[src/rtl/scan_seq_if.sv]
// Handshake and decoder-drive bundle between the scan controller and scan_seq.
interface scan_seq_if;
  logic start;
  logic stop;
  logic mode;
  logic en;
  logic a;
  logic b;
  logic c;
  logic d;
  logic busy;
  logic done;
  logic frame;

  modport master (
    output start, stop, mode,
    input  en, a, b, c, d, busy, done, frame
  );

  modport slave (
    input  start, stop, mode,
    output en, a, b, c, d, busy, done, frame
  );
endinterface

[src/rtl/scan_seq.sv]
// Address sequencer for a 4-to-16 decoder scan: steps 0..LAST with DWELL cycles per code.
// Define SCAN_BLANK_EN to compile in a one-cycle en=0 BLANK gap between addresses.
module scan_seq #(
  parameter int unsigned DWELL = 4,
  parameter int unsigned LAST  = 15
) (
  input  logic       clk,
  input  logic       rst,
  scan_seq_if.slave  bus
);

  localparam int unsigned CW = (DWELL > 1) ? $clog2(DWELL) : 1;
  localparam logic [CW-1:0] CNT_END   = CW'(DWELL - 1);
  localparam logic [3:0]    ADDR_LAST = 4'(LAST);

`ifdef SCAN_BLANK_EN
  typedef enum logic [1:0] {S_IDLE = 2'd0, S_DRIVE = 2'd1, S_BLANK = 2'd2} state_t;
`else
  typedef enum logic [1:0] {S_IDLE = 2'd0, S_DRIVE = 2'd1} state_t;
`endif

  state_t        r_state;
  logic [CW-1:0] r_cnt;
  logic [3:0]    r_addr;
  logic          r_en;
  logic          r_busy;
  logic          r_done;
  logic          r_frame;
  logic          r_stop;
  logic          r_mode;

  logic w_slot_end;
  logic w_stop_req;
  logic w_at_last;

  // A stop arriving in the slot-end cycle itself still ends the run at this slot.
  assign w_slot_end = (r_cnt == CNT_END);
  assign w_stop_req = r_stop | bus.stop;
  assign w_at_last  = (r_addr == ADDR_LAST);

  always_ff @(posedge clk or posedge rst) begin
    if (rst) begin
      r_state <= S_IDLE;
      r_cnt   <= '0;
      r_addr  <= 4'd0;
      r_en    <= 1'b0;
      r_busy  <= 1'b0;
      r_done  <= 1'b0;
      r_frame <= 1'b0;
      r_stop  <= 1'b0;
      r_mode  <= 1'b0;
    end else begin
      r_done  <= 1'b0;
      r_frame <= 1'b0;
      case (r_state)
        S_IDLE: begin
          r_en   <= 1'b0;
          r_busy <= 1'b0;
          r_addr <= 4'd0;
          r_cnt  <= '0;
          r_stop <= 1'b0;
          if (bus.start && !bus.stop) begin
            r_state <= S_DRIVE;
            r_en    <= 1'b1;
            r_busy  <= 1'b1;
            r_mode  <= bus.mode;
          end
        end

        S_DRIVE: begin
          if (bus.stop) r_stop <= 1'b1;
          if (!w_slot_end) begin
            r_cnt <= r_cnt + CW'(1);
          end else begin
            r_cnt <= '0;
            if (w_stop_req || (w_at_last && !r_mode)) begin
              // A completed single sweep still reports done even when stopped.
              r_state <= S_IDLE;
              r_en    <= 1'b0;
              r_busy  <= 1'b0;
              r_addr  <= 4'd0;
              r_stop  <= 1'b0;
              r_done  <= w_at_last && !r_mode;
            end else begin
`ifdef SCAN_BLANK_EN
              r_state <= S_BLANK;
              r_en    <= 1'b0;
`else
              r_addr  <= w_at_last ? 4'd0 : r_addr + 4'd1;
              r_frame <= w_at_last;
`endif
            end
          end
        end

`ifdef SCAN_BLANK_EN
        // Address is held through the gap and advances on exit.
        S_BLANK: begin
          if (w_stop_req) begin
            r_state <= S_IDLE;
            r_en    <= 1'b0;
            r_busy  <= 1'b0;
            r_addr  <= 4'd0;
            r_stop  <= 1'b0;
          end else begin
            r_state <= S_DRIVE;
            r_en    <= 1'b1;
            r_addr  <= w_at_last ? 4'd0 : r_addr + 4'd1;
            r_frame <= w_at_last;
          end
        end
`endif

        default: r_state <= S_IDLE;
      endcase
    end
  end

  assign bus.en    = r_en;
  assign bus.a     = r_addr[3];
  assign bus.b     = r_addr[2];
  assign bus.c     = r_addr[1];
  assign bus.d     = r_addr[0];
  assign bus.busy  = r_busy;
  assign bus.done  = r_done;
  assign bus.frame = r_frame;

endmodule

[src/flat_wrapper.sv]
// flat-port wrapper written by rule: the top's interface ports become plain ports
module scan_seq_flat 
#(
  parameter int unsigned DWELL = 4,
  parameter int unsigned LAST  = 15
)
  (clk, rst, bus_start, bus_stop, bus_mode, bus_en, bus_a, bus_b, bus_c, bus_d, bus_busy, bus_done, bus_frame);
  scan_seq_if bus_i ();
  input  logic clk;
  input  logic rst;
  input wire logic [$bits(bus_i.start)-1:0] bus_start;
  input wire logic [$bits(bus_i.stop)-1:0] bus_stop;
  input wire logic [$bits(bus_i.mode)-1:0] bus_mode;
  output wire logic [$bits(bus_i.en)-1:0] bus_en;
  output wire logic [$bits(bus_i.a)-1:0] bus_a;
  output wire logic [$bits(bus_i.b)-1:0] bus_b;
  output wire logic [$bits(bus_i.c)-1:0] bus_c;
  output wire logic [$bits(bus_i.d)-1:0] bus_d;
  output wire logic [$bits(bus_i.busy)-1:0] bus_busy;
  output wire logic [$bits(bus_i.done)-1:0] bus_done;
  output wire logic [$bits(bus_i.frame)-1:0] bus_frame;
  assign bus_i.start = bus_start;
  assign bus_i.stop = bus_stop;
  assign bus_i.mode = bus_mode;
  assign bus_en = bus_i.en;
  assign bus_a = bus_i.a;
  assign bus_b = bus_i.b;
  assign bus_c = bus_i.c;
  assign bus_d = bus_i.d;
  assign bus_busy = bus_i.busy;
  assign bus_done = bus_i.done;
  assign bus_frame = bus_i.frame;
  scan_seq #(.DWELL(DWELL), .LAST(LAST)) u_core (.clk(clk), .rst(rst), .bus(bus_i));
endmodule
[config.mk]
export PLATFORM = sky130hd
export DESIGN_NAME = scan_seq_flat
export DESIGN_NICKNAME = d
export VERILOG_FILES = /design/src/rtl/scan_seq_if.sv /design/src/rtl/scan_seq.sv /design/src/flat_wrapper.sv
export SDC_FILE = /design/constraint.sdc
export NUM_CORES = 1
export LEC_CHECK = 0
export ABC_CLOCK_PERIOD_IN_PS = 1780
export CAP_MARGIN = 20
export CELL_PAD_IN_SITES_DETAIL_PLACEMENT = 1
export CELL_PAD_IN_SITES_GLOBAL_PLACEMENT = 2
export CORE_MARGIN = 2
export CORE_UTILIZATION = 28
export DETAILED_ROUTE_END_ITERATION = 8
export GPL_TIMING_DRIVEN = 0
export PLACE_DENSITY_LB_ADDON = 0.1
export SETUP_SLACK_MARGIN = 0.1
export SYNTH_ARGS = -nofsm -noshare
export SYNTH_HDL_FRONTEND = slang
export SYNTH_SLANG_ARGS = --single-unit
[constraint.sdc]
create_clock -name clk -period 1.78 [get_ports clk]
set_clock_uncertainty 0.2 [all_clocks]
set_input_delay 0.445 -clock clk [delete_from_list [all_inputs] [get_ports clk]]
set_output_delay 0.445 -clock clk [all_outputs]
set_load 0.01 [all_outputs]
==> impl_metrics.ini, run 1 <==
[floorplan]
core_um2 = 1750
io_pins = 13
dieArea_um2 = 2250
fp.dieW_um = 47.4
start_util_pct = 30.3
die_y_um = 47.4
rows = 15

[placed_design]
dpl.hpwl_um = 868
io_buffers = 12
placed_cells = 86
globalplace.congestion = 0.683

[synthesis]
yosysTopAreaCellShare_pct = 56.9
synth_fp_nets = 56
ys_top_cells_by_area = dfrtp_1, nand2_1, ha_1
yosysWarnings = 0
synth-seq-cells = 12
yosysSeqAreaShare_pct = 56.9
syn_inst = 49
yosysTopAreaCell = dfrtp_1
synthesis.area_um2 = 528
synth.avg_cell_area_um2 = 10.8
yosys.cell_types.count = 20

[route]
firstDrtPassIters = 2
avgViaCountPerCell = 4.60
postRouteAntennaNets = 0
via_count = 423
met2_length_um = 610
drt-total-wl_um = 1200
m1WireLength_um = 542
drt_iter0_drc = 1
top_layer = met3
wl_met3_um = 50
drcViolationCount = 0
post_drt_wl_per_cell_um = 13.1

[final_layout]
layout.cells.non_filler = 92
fill_cells = 204
n_antenna_cell = 0
drive_gt1_share_pct = 19.4
layout.nets = 76
multi_input_area_um2 = 224
area_growth_pct = 37.7
seq_area_um2 = 300
final_cell_mix = dfrtp_1, dlygate4sd2_1, nand2_1, nor2_1
final_common_cell = dfrtp_1

[worst_setup_path]
critPathMaxFanout = 4
start_kind = register
required_ps = 1130
critPathKind = reg2out
cpMaxStageDelayCell = dfrtp_1
critPathBufInv = 1
crit_path_max_incr_delay_ps = 420
worst_path_dominant_cell_family = flip-flops
crit_path_end_kind = output pin
path_cells = dlygate4sd2_1
worstPathArrival_ps = 990

[clocking]
clock_latency_ps = 270
cts_sinks = 12
cts.path.max_buffers = 2
cts_buffers = 3
htree_levels = 1
cts-root-buf = clkbuf_4
clkTransAtPathRegs_ps = 80
cts_tree = done

[global_route]
grt_pass1_vias = 409
antenna_found_initial = 0
grtUsageTotal_pct = 12.5
grt_max_degree = 13
grt_pass1_wl_um = 1860
overflow = 0

[timing]
rsz0062_at_grt = false
drv_slew = 0
worst_slew_pin_slew_ps = 498
fin_setup_tns_ps = 0
setup_viol = 0
period_share_pct = 91.9
max_slew_margin_pct = 66.8
fmax_mhz = 611
hold_violations = 0
fin_crit_ps = 1640

[pwr]
peakVddDrop_mv = 0.524
leakage_nw = 0.360
powerDensity_nw_per_um2 = 1300
power_uw = 946

[run]
maxCapViolCount = 0

[min_path]
holdCritPathClass = reg2reg

[outcome]
status = complete, no violations
## routing by layer
layer,track usage (%),vias up
met5,0,-
met3,3.40,0
li1,-,202
met2,19.2,10
met1,16.0,211
met4,6.67,0
## per-stage QoR
stage                     util (%)  setup slack, ps  hold slack [ps]  area (um2)
after global routing          41.6              104              257         727
final                         41.6              144              239         727
after floorplan                  -              357              110         528
after CTS                     41.3              108              246         721
after detailed placement      38.9             -263              234         679
after global placement        38.9             -277              231         679
## cell usage after synthesis
library cell and n:
nand3_1 3, o21ai_1 3, nand2_1 7, ha_1 2, inv_1 1, a21oi_1 1, o21ai_0 2, and2_1 1
nor3_1 2, nor2b_1 2, nor4b_2 1, or3b_4 1, or2b_1 1, dfrtp_1 12, nor3b_1 2, nor2_1 4
mux2_2 1, buf_4 1, xor2_1 1, a21o_1 1
## path summary, 6_finish.rpt
check | from | endpoint | slack [ps] | cells after the start
max | u_core.r_addr[0] | bus_d | 140 | 1
min reg2reg | u_core.r_cnt[0] | u_core.r_cnt[0] | 240 | 1
min | u_core.r_cnt[0] | u_core.r_cnt[0] | 240 | 1
min in group asynchronous | rst | u_core.bus.frame | 290 | 2
max in group asynchronous | rst | u_core.r_state[0] | 750 | 2
max reg2reg | u_core.r_state[0] | u_core.r_addr[2] | 280 | 3
## where the power goes
group          total, mW  switching (mW)  internal, mW
Sequential         0.423          0.0707         0.353
Combinational      0.354           0.172         0.182
Clock              0.169          0.0910        0.0782
Total              0.946           0.334         0.612
## logic make-up (layout without fill, tap and decap cells)
family                   count (synthesis)  in the layout  share of synthesized area (%)
AND/OR/NAND/NOR                         24             24                           25.4
flip-flops                              12             12                           56.9
AO/OA/AOI/OAI                            7              7                           7.11
adder cells (fa/ha/maj)                  2              2                           4.74
buffers and inverters                    2             20                           2.13
XOR/XNOR                                 1              1                           1.66
multiplexers                             1              1                           2.13
## registers in the layout, indices dropped and copies added, names as in the netlist
register,flops
u_core.r_stop,1
u_core.r_mode,1
u_core.bus.done,1
u_core.r_addr,4
u_core.bus.en,1
u_core.r_state,1
u_core.bus.frame,1
u_core.r_cnt,2
## what timing repair did
item	4_1_cts	5_1_grt
hold buffers	0	0
setup buffers	3	1
hold endpoints to repair	0	0
setup endpoints to repair	9	4
gates resized for setup	14	2
## final cells by class
type	instances	area share [%]
sequential	12	41.3
multi-input combinational	35	30.8
timing repair buffer	16	20.0
tap	25	4.30
clock buffer	3	3.10
inverter	1	0.516
Note: power is estimated with default switching activity, not from simulation.
==> run 2, diff against run 1 <==
Settings changed: SLEW_MARGIN set to 20.
==> results of run 2 <==
Final layout, timing and power as in run 1 (identical DEF).
